## config.mk

```make
export PLATFORM = sky130hd
export DESIGN_NAME = output_bus_arbiter
export DESIGN_NICKNAME = d
export VERILOG_FILES = /design/src/rtl/output_bus_arbiter.sv
export SDC_FILE = /design/constraint.sdc
export NUM_CORES = 1
export LEC_CHECK = 0
export CAP_MARGIN = 5
export CORE_UTILIZATION = 36
export CTS_CLUSTER_SIZE = 20
export DETAILED_ROUTE_END_ITERATION = 8
export PLACE_DENSITY = 0.84
export SYNTH_ARGS = -nofsm -noshare
export SYNTH_HDL_FRONTEND = slang
export SYNTH_SLANG_ARGS = --single-unit
```

## constraint.sdc

```tcl
create_clock -name clk -period 3.3 [get_ports clk]
set_input_delay 0.99 -clock clk [delete_from_list [all_inputs] [get_ports clk]]
set_output_delay 0.99 -clock clk [all_outputs]
set_load 0.01 [all_outputs]
```

## src/rtl/output_bus_arbiter.sv

```systemverilog
// Round-robin arbiter for the shared 8-bit output bus: one-hot registered grant held until release.
// Optional grant revocation after MAX_HOLD cycles is enabled by defining ARB_TIMEOUT_EN.
module output_bus_arbiter #(
    parameter int unsigned N        = 4,
    parameter int unsigned IW       = 2,
    parameter int unsigned MAX_HOLD = 8
) (
    input  logic              clk,
    input  logic              rst,
    input  logic [N-1:0]      req,
    input  logic [8*N-1:0]    data_in,
    output logic [N-1:0]      gnt,
    output logic [7:0]        bus_out,
    output logic              bus_busy,
    output logic [IW-1:0]     owner,
    output logic              timeout
);

    localparam int unsigned HW = 8;
    localparam logic [HW-1:0] HOLD_SAT = 8'hFF;

    typedef enum logic [1:0] {
        IDLE = 2'd0,
        BUSY = 2'd1
    } state_t;

    // Elaboration-time parameter sanity checks
    if (N < 2 || N > 8) begin : g_bad_n
        $error("output_bus_arbiter: N must be 2..8");
    end
    if (IW != $clog2(N)) begin : g_bad_iw
        $error("output_bus_arbiter: IW must equal clog2(N)");
    end
    if (MAX_HOLD < 2 || MAX_HOLD > 255) begin : g_bad_hold
        $error("output_bus_arbiter: MAX_HOLD must be 2..255");
    end

    state_t          state_q, state_d;
    logic [IW-1:0]   ptr_q, ptr_d;
    logic [IW-1:0]   owner_d;
    logic [N-1:0]    gnt_d;
    logic [HW-1:0]   hold_q, hold_d;
    logic [IW-1:0]   win;
    logic            win_vld;
    logic [IW-1:0]   cand;

`ifdef ARB_TIMEOUT_EN
    logic            timeout_q, timeout_d;
    logic            hold_expired;

    assign hold_expired = (hold_q == HW'(MAX_HOLD));
    assign timeout      = timeout_q;
`else
    assign timeout      = 1'b0;
`endif

    // Round-robin search starting just after the most recent owner
    always_comb begin
        win     = '0;
        win_vld = 1'b0;
        cand    = '0;
        for (int unsigned k = 1; k <= N; k++) begin
            cand = IW'((32'(ptr_q) + k) % N);
            if (!win_vld && req[cand]) begin
                win_vld = 1'b1;
                win     = cand;
            end
        end
    end

    always_ff @(posedge clk) begin
        if (rst) begin
            state_q <= IDLE;
        end else begin
            state_q <= state_d;
        end
    end

    always_comb begin
        state_d = IDLE;
        case (state_q)
            IDLE: state_d = win_vld ? BUSY : IDLE;
`ifdef ARB_TIMEOUT_EN
            BUSY: state_d = (req[owner] && !hold_expired) ? BUSY : IDLE;
`else
            BUSY: state_d = req[owner] ? BUSY : IDLE;
`endif
            default: state_d = IDLE;
        endcase
    end

    always_comb begin
        gnt_d   = '0;
        owner_d = owner;
        ptr_d   = ptr_q;
        hold_d  = hold_q;
`ifdef ARB_TIMEOUT_EN
        timeout_d = 1'b0;
`endif
        case (state_q)
            IDLE: begin
                if (win_vld) begin
                    gnt_d   = N'(1) << win;
                    owner_d = win;
                    hold_d  = HW'(1);
                end
            end
            BUSY: begin
                // Release takes precedence over a simultaneous timeout
                if (!req[owner]) begin
                    ptr_d = owner;
`ifdef ARB_TIMEOUT_EN
                end else if (hold_expired) begin
                    ptr_d     = owner;
                    timeout_d = 1'b1;
`endif
                end else begin
                    gnt_d  = N'(1) << owner;
                    hold_d = (hold_q == HOLD_SAT) ? hold_q : hold_q + HW'(1);
                end
            end
            default: ;
        endcase
    end

    always_ff @(posedge clk) begin
        if (rst) begin
            gnt    <= '0;
            owner  <= '0;
            ptr_q  <= IW'(N - 1);
            hold_q <= '0;
`ifdef ARB_TIMEOUT_EN
            timeout_q <= 1'b0;
`endif
        end else begin
            gnt    <= gnt_d;
            owner  <= owner_d;
            ptr_q  <= ptr_d;
            hold_q <= hold_d;
`ifdef ARB_TIMEOUT_EN
            timeout_q <= timeout_d;
`endif
        end
    end

    assign bus_busy = |gnt;

    // Grant is one-hot, so at most one byte lane reaches the bus
    always_comb begin
        bus_out = 8'h00;
        for (int unsigned i = 0; i < N; i++) begin
            if (gnt[i]) begin
                bus_out = data_in[8*i +: 8];
            end
        end
    end

endmodule

```

==> flow_results.org, run 1 <==
** STA
- Setup violations remaining at the end of the flow were counted as 0.
- The count of final hold-check violations came to 0.
- Fraction of the cycle the final worst path needs :: approximately 95%
- After layout, the worst setup slack is ~0.15 ns.
- Worst-case hold slack :: between 0.5 and 0.6 ns
- Relative slew slack :: 61.72%
- Accumulated negative setup slack :: 0 ns
- Unrepaired setup endpoints after global routing :: false
- Actual transition at the worst max-transition pin :: 0.5734 ns
- The routed design could run at a clock period as short as 3.148 ns.
- Clock tree skew after final layout :: ~0.0066 ns
- Max-slew violation count :: 0
- Based on the critical path, the design can be clocked at up to roughly 0.32 GHz.

** CTS
- CTS Buf Count :: 3
- Number of buffers added to fix hold violations after cts :: 0
- The tree is rooted in a clkbuf_4.
- The clock reaches the later pin of the worst-skew pair after around 0.27 ns.
- Gates resized during post-CTS repair numbered 9.
- The number of setup buffers added after CTS is 0.
- In this run the number of H-tree levels came out at 1.
- Clock-pin slew was measured on the worst setup and hold paths at 0.06 ns.
- CTS sink cnt :: 9
- The clock passes through at most 2 buffers.
- Clock tree from TritonCTS :: done

** Floorplan
- The region available for standard cell placement spans 1821 um2.
- The floorplan step set the die width to approximately 47 um.
- IO Pins :: 54
- Total number of placement rows :: 15
- The initial utilization of the core area, before any placement, comes to 40.14%.
- Measured along the y axis, the die boundary spans 47.05 um.
- The die covers roughly 2200 um2.

** Worst setup path
- Max stage delay cell, worst path :: clkdlybuf4s50_1
- Endpoint class of the critical path :: output pin
- For this run, the slowest stage of the critical path takes 0.40 ns.
- Class of the most critical setup path :: in2out
- The worst setup path is launched from an input port.
- Worst path arrival time :: 2.16 ns
- STA puts the critical path data required time at 2.31 ns.
- The critical path contains buffers and inverters numbering 2 combined.
- Cell family with the largest share of critical-path delay :: buffers and inverters
- Along the worst path, the maximum fanout reaches 1.
- Cell breakdown of the critical path :: clkdlybuf4s50_1 -> a221oi_1 -> o31ai_1 -> dlygate4sd2_1

** Drt
- In this run, the number of DRC markers left after iteration 0 of detailed routing was 14.
- Vias per cell :: approximately 5.6
- Final ANT Viol Nets :: 0
- For this run, the detailed router's first-pass iteration total came to 4.
- Via Count :: roughly 960
- Routed Wire Length :: roughly 2.5 mm
- Post-route DRC :: 0
- Dividing the detail-routed wire length by the instance count gives between 10 and 15 um.

** Finish
- Post-route core utilization :: 69.69%
- Cells with a size suffix above 1 make up 4.762% of the layout.
- Final layout net count :: ~190
- After routing the design area is ~1300 um2.
- # diodes :: 0
- Compared with the post-synthesis result, the final layout area differs by 73.63%.

** Synthesis
- Syn Area/Cell :: 7.456 um2
- Count of cell types in the netlist :: 34
- Yosys printed 0 warnings.
- Cell accounting for the most synthesized area :: dfxtp_1
- Sorting the synthesized cells by area gives the leading types as dfxtp_1, nand2_1, a221oi_1.
- Count of flip-flops with a built-in enable after synthesis :: 0
- Portion of the post-synthesis area used by sequential elements :: around a quarter
- Number of nets produced by synthesis :: 136
- Top flip-flop cell by instance count after synthesis :: dfxtp_1
- Summed over its instances, the top area cell type makes up 24.66% of the synthesized netlist area.
- Total standard cell area after synthesis :: 730.7 um2
- #FFs+latches synth :: 9
- Instance count of the mapped netlist :: a little under 100
- In the synthesized netlist the async set-or-reset flop fraction comes to 0%.

** Pwr
- Across the VDD grid, the largest voltage drop is 0.2564 mV.
- The analysis attributes to cell leakage a power of 0.4948 nW.
- For this design the ratio of total power to cell area is 330.2 nW/um2.

** Status
- Run status :: finished clean

** GRT
- The initial antenna violation count was 0.
- First-pass GRT wire length :: 3.726 mm
- Pin count of the biggest net entering global routing :: 19
- Across every metal layer, demand over resource in global routing totals a little under a quarter.
- Number of global-route vias before repair :: 883
- GRT overflow :: 0

** Placed design
- The congestion estimate from routability-driven global placement came to about 0.8.
- Port buffering added 52 buffers.
- OpenSTA, run right after detailed placement, puts the worst setup slack at -0.1224 ns.
- The HPWL after detailed placement is slightly below 2 mm.
- Placed inst area :: 1246 um2

** Hold path
- Min-delay worst type :: reg2reg

** Flow run
- The tool flagged a number of max-cap violations equal to 0.
[final cells by class]
cell class | instances | area (um2)
clock buffer | 4 | 26.28
inverter | 3 | 11.26
fill | 161 | 551.8
timing repair buffer | 52 | 510.5
multi-input combinational | 79 | 509.2
sequential | 9 | 180.2
tap | 25 | 31.28
[metrics by stage]
| stage | cells | total power [W] |
|---|---|---|
| 2_1_floorplan | 98 | 0.0002291 |
| 3_3_place_gp | 168 | 0.0003374 |
| 3_5_place_dp | 168 | 0.0003426 |
| 4_1_cts | 172 | 0.0004214 |
| 5_1_grt | 172 | 0.0004416 |
| 6_report | 172 | 0.0004190 |
[state kept, by name (all words and copies together), names as in the netlist]
signal and cells:
gnt 4, owner 2, ptr_q 2, state_q 1
[power by group]
group / internal [W] / total [W] / switching, W
sequential: 0.000119 / 0.000142 / 0.0000222
combinational: 0.000113 / 0.000188 / 0.0000756
clock: 0.0000468 / 0.0000891 / 0.0000423
total: 0.000279 / 0.000419 / 0.000140
[layout by cell type (no fill, tap or decap), types with 2 or more instances in the layout]
master and instances:
clkdlybuf4s50_1 44, nand2_1 15, dfxtp_1 9, dlygate4sd2_1 8
a21oi_1 7, nor2b_1 7, o31ai_1 6, a221oi_1 5
nor2_1 5, o21ai_1 3, inv_1 3, clkbuf_4 3
nand3b_1 2, nand2b_1 2, o22a_1 2, o21a_1 2
nor3_1 2, nand3_1 2, o41ai_1 2, nand4_1 2
o32ai_1 2
[synthesized netlist by cell type (2+ instances only)]
cell type   n
clkbuf_1    4
nand4_1     2
inv_1       3
nand2_1    15
a221oi_1    6
o22a_1      2
o21ai_1     3
nand2b_1    2
o32ai_1     2
o41ai_1     2
nor2b_1     7
nor3_1      2
o21a_1      2
nor2_1      5
a21oi_1     7
nand3b_1    2
nand3_1     2
dfxtp_1     9
o31ai_1     6
[worst reg2reg max path, stage by stage (launching register included)]
cell and delay, ns:
dfxtp_1 0.46, mux4_2 0.56, nand2b_4 0.17, a211o_1 0.29
[worst paths after layout]
| kind | start | end | slack [ns] | depth (start not counted) |
|---|---|---|---|---|
| worst max register to register | owner[1] | ptr_q[0] | 1.72 | 3 |
| worst max-delay path | data_in[10] | bus_out[2] | 0.15 | 4 |
| worst min register to register | ptr_q[0] | ptr_q[0] | 0.53 | 1 |
| worst min-delay path | ptr_q[0] | ptr_q[0] | 0.53 | 1 |
[layer usage]
layer | wire length [um] | vias to the layer above | track usage, %
met2 | 1119 | 54 | 41.11
met5 | 0 | - | 0
met1 | 1002 | 431 | 26.24
met4 | 46 | 0 | 12.57
li1 | - | 468 | -
met3 | 317 | 9 | 6.154
[cell families after synthesis]
kind of cell	synth area share, %
AO/OA/AOI/OAI	34.76
buffers and inverters	6.506
flip-flops	24.66
multiplexers	4.452
other	0.5132
AND/OR/NAND/NOR	29.11
Power figures use the tool's default switching activity.
==> run 2: changes to the inputs <==
--- a/config.mk
+++ b/config.mk
@@ -9,6 +9,7 @@
 export CORE_UTILIZATION = 36
 export CTS_CLUSTER_SIZE = 20
 export DETAILED_ROUTE_END_ITERATION = 8
+export MAX_ROUTING_LAYER = met4
 export PLACE_DENSITY = 0.84
 export SYNTH_ARGS = -nofsm -noshare
 export SYNTH_HDL_FRONTEND = slang
==> run 2 against run 1 <==
Critical path type unchanged. First-iteration DRC count stayed put. Sequential power barely moved. Non-clock buffer count did not move. Worst setup slack barely moved. Highest routed layer unchanged. Sequential share of layout area is the same. Final cell count stayed put. Final area unchanged.
==> flow_results.org, run 2 (synthesized netlist as in run 1, its figures left out) <==
** Drt
- Post-route DRC :: 0
- Vias per cell :: 5.581
- Via Count :: 960
- Routed Wire Length :: between 2 and 2.5 mm
- In the final routed layout, each cell accounts on average for approximately 15 um.
- The first detailed-routing pass ran for 4 iterations.
- In this run, the number of DRC markers left after iteration 0 of detailed routing was 14.
- Once detail routing completed, the nets flagged for antenna violations numbered 0.

** STA
- Setup violations remaining at the end of the flow were counted as 0.
- After layout, the worst path uses 95.38% of the clock period.
- Period minus WS final :: 3.148 ns
- Final setup margin :: 0.1523 ns
- Actual transition at the worst max-transition pin :: 0.5737 ns
- Relative slew slack :: 61.70%
- Clock tree skew after final layout :: 0.007594 ns
- Unrepaired setup endpoints after global routing :: false
- The count of final hold-check violations was 0.
- Max-slew violation count :: 0
- Highest clock frequency the design can meet :: 0.3177 GHz

** Hold path
- In this run the most critical hold path is launched from ptr_q[0].
- Counting instances, the worst hold path has a depth of 1.
- Min-delay worst type :: reg2reg
- The worst hold path terminates at ptr_q[0].

** Finish
- Commonest non-fill, non-tap cells in the layout :: clkdlybuf4s50_1, nand2_1, dfxtp_1
- Area growth from synthesis to layout :: 73.63%
- The multi-input combinational cells in the finished layout cover a total of 509.2 um2.
- The register with the most flip-flops in the layout has 4 of them.
- After routing the design area is 1269 um2.
- Counting the fill cells in the layout gives 161.
- Final layout net count :: 186
- Most frequent standard cell in the layout excluding fill and tap cells :: clkdlybuf4s50_1
- Post-route core utilization :: between 60% and 70%
- Of the cells placed in the final design, the portion with a size suffix greater than 1 is 4.762%.
- Across the whole layout, storage elements account for 180.2 um2.
- Top reg by flops :: gnt
- # diodes :: 0
- The largest registers in the layout are gnt x4, owner x2, ptr_q x2.

** Flow run
- The tool flagged a number of max-cap violations equal to 0.

** Worst setup path
- STA classifies the critical path startpoint as an input port.
- Reg2Reg Capture Point :: ptr_q[0]
- Class of the most critical setup path :: in2out
- Of all nets on the critical path, the largest fanout is 1.
- In this run the critical register-to-register path is launched from owner[1].
- Flop-to-flop setup slack :: 1.72 ns
- Measured in cells, the most critical reg-to-reg path has a length of 3.
- Worst path arrival time :: 2.16 ns
- Endpoint class of the critical path :: output pin
- For the worst setup path, the data required time is 2.31 ns.

** Floorplan
- Initial core utilization :: 40.14%
- Die width :: 47.05 um
- The floorplan has 15 rows.
- Chip height :: 47.05 um
- Total Die Area :: between 2000 and 2500 um2
- IO Pins :: 54
- The core region is ~1800 um2.

** CTS
- Clock tree from TritonCTS :: done
- Post-CTS Setup Bufs :: 0
- The tree is rooted in a clkbuf_4.
- Depth of the CTS H-tree :: 1
- Buffers inserted during clock tree synthesis total 3.
- Worst skew pair latency :: 0.27 ns
- Clock-pin transition on the worst setup and hold timing paths :: around 0.07 ns
- The clock passes through at most 2 buffers.
- CTS sink cnt :: 9

** Status
- Run status :: finished clean

** Pwr
- Leakage power summed over all cells :: 0.4948 nW
- VDD IR-drop max :: 0.2563 mV
- Dividing total power by cell area gives a power density of 330.7 nW/um2.

** GRT
- Pin count of the biggest net entering global routing :: 19
- The initial antenna violation count is 0.
- GRT overflow :: 0
- GRT Util Overall :: 24.38%
- The number of global-route vias before repair was slightly below 900.
- First-pass GRT wire length :: 3.726 mm

** Placed design
- Prior to clock tree synthesis, the placed netlist has a worst setup slack of -0.1224 ns.
- Number of input and output port buffers inserted :: 52
- Detailed placer's ending HPWL :: 1.932 mm
- In this run the cell area measured after placement is around 1200 um2.
- Final GP Congestion :: 0.8317
[run 2: cell counts in the layout (fill, tap and decap cells not counted)]
No cell type changed its count.
[run 2: repair_timing]
| action | in CTS | in global routing |
|---|---|---|
| gates resized for setup | 9 | 0 |
| endpoints found under the setup margin | 8 | 0 |
| hold buffers | 0 | 0 |
[run 2: per-layer routing]
layer / global-route usage [%] / vias to the layer above / share of wire (%)
met5: - / - / 0
met4: 12.57 / 0 / 1.5
met3: 5.385 / 5 / 13
met2: 41.11 / 55 / 45
met1: 26.71 / 431 / 41
li1: - / 469 / -
[run 2: worst max-delay path, stage by stage]
cell	delay, ns
clkdlybuf4s50_1	0.40
a221oi_1	0.34
o31ai_1	0.11
dlygate4sd2_1	0.32
[run 2: worst max path at each step]
stage	from	to	slack, ns	cells after the start
CTS	data_in[5]	bus_out[5]	0.15	6
finish	data_in[10]	bus_out[2]	0.15	4
global placement	data_in[6]	bus_out[6]	-0.07	6
global route	data_in[5]	bus_out[5]	0.06	6
detailed placement	data_in[5]	bus_out[5]	-0.12	6
floorplan	data_in[6]	bus_out[6]	0.87	4
[run 2: report_power, final]
group	internal, W	switching, W
logic	0.000113	0.0000755
registers	0.000119	0.0000222
clock network	0.0000468	0.0000429
total	0.000279	0.000141
[run 2: through the flow]
| stage | cells | hold WS, ns | TNS, ns | total power (W) |
|---|---|---|---|---|
| floorplan | 98 | 0.4823 | 0 | 0.0002291 |
| global placement | 168 | 0.5167 | -0.2044 | 0.0003374 |
| detailed placement | 168 | 0.5153 | -0.3821 | 0.0003426 |
| CTS | 172 | 0.5326 | 0 | 0.0004214 |
| global route | 172 | 0.5722 | 0 | 0.0004415 |
| finish | 172 | 0.5289 | 0 | 0.0004195 |
[run 2: cell type report]
class / count / share of cell area [%]
clock buffer: 4 / 2.071
inverter: 3 / 0.8876
multi-input combinational: 79 / 40.14
sequential: 9 / 14.20
tap: 25 / 2.465
timing repair buffer: 52 / 40.24
==> run 3: changes to the inputs <==
--- a/config.mk
+++ b/config.mk
@@ -5,12 +5,14 @@
 export SDC_FILE = /design/constraint.sdc
 export NUM_CORES = 1
 export LEC_CHECK = 0
-export CAP_MARGIN = 5
+export CAP_MARGIN = 30
 export CORE_UTILIZATION = 36
 export CTS_CLUSTER_SIZE = 20
 export DETAILED_ROUTE_END_ITERATION = 8
+export HOLD_SLACK_MARGIN = 0.06
 export MAX_ROUTING_LAYER = met4
 export PLACE_DENSITY = 0.84
+export SKIP_LAST_GASP = 1
 export SYNTH_ARGS = -nofsm -noshare
 export SYNTH_HDL_FRONTEND = slang
 export SYNTH_SLANG_ARGS = --single-unit
==> results of run 3 <==
No change in the layout: final DEF, timing and power equal those of run 2.
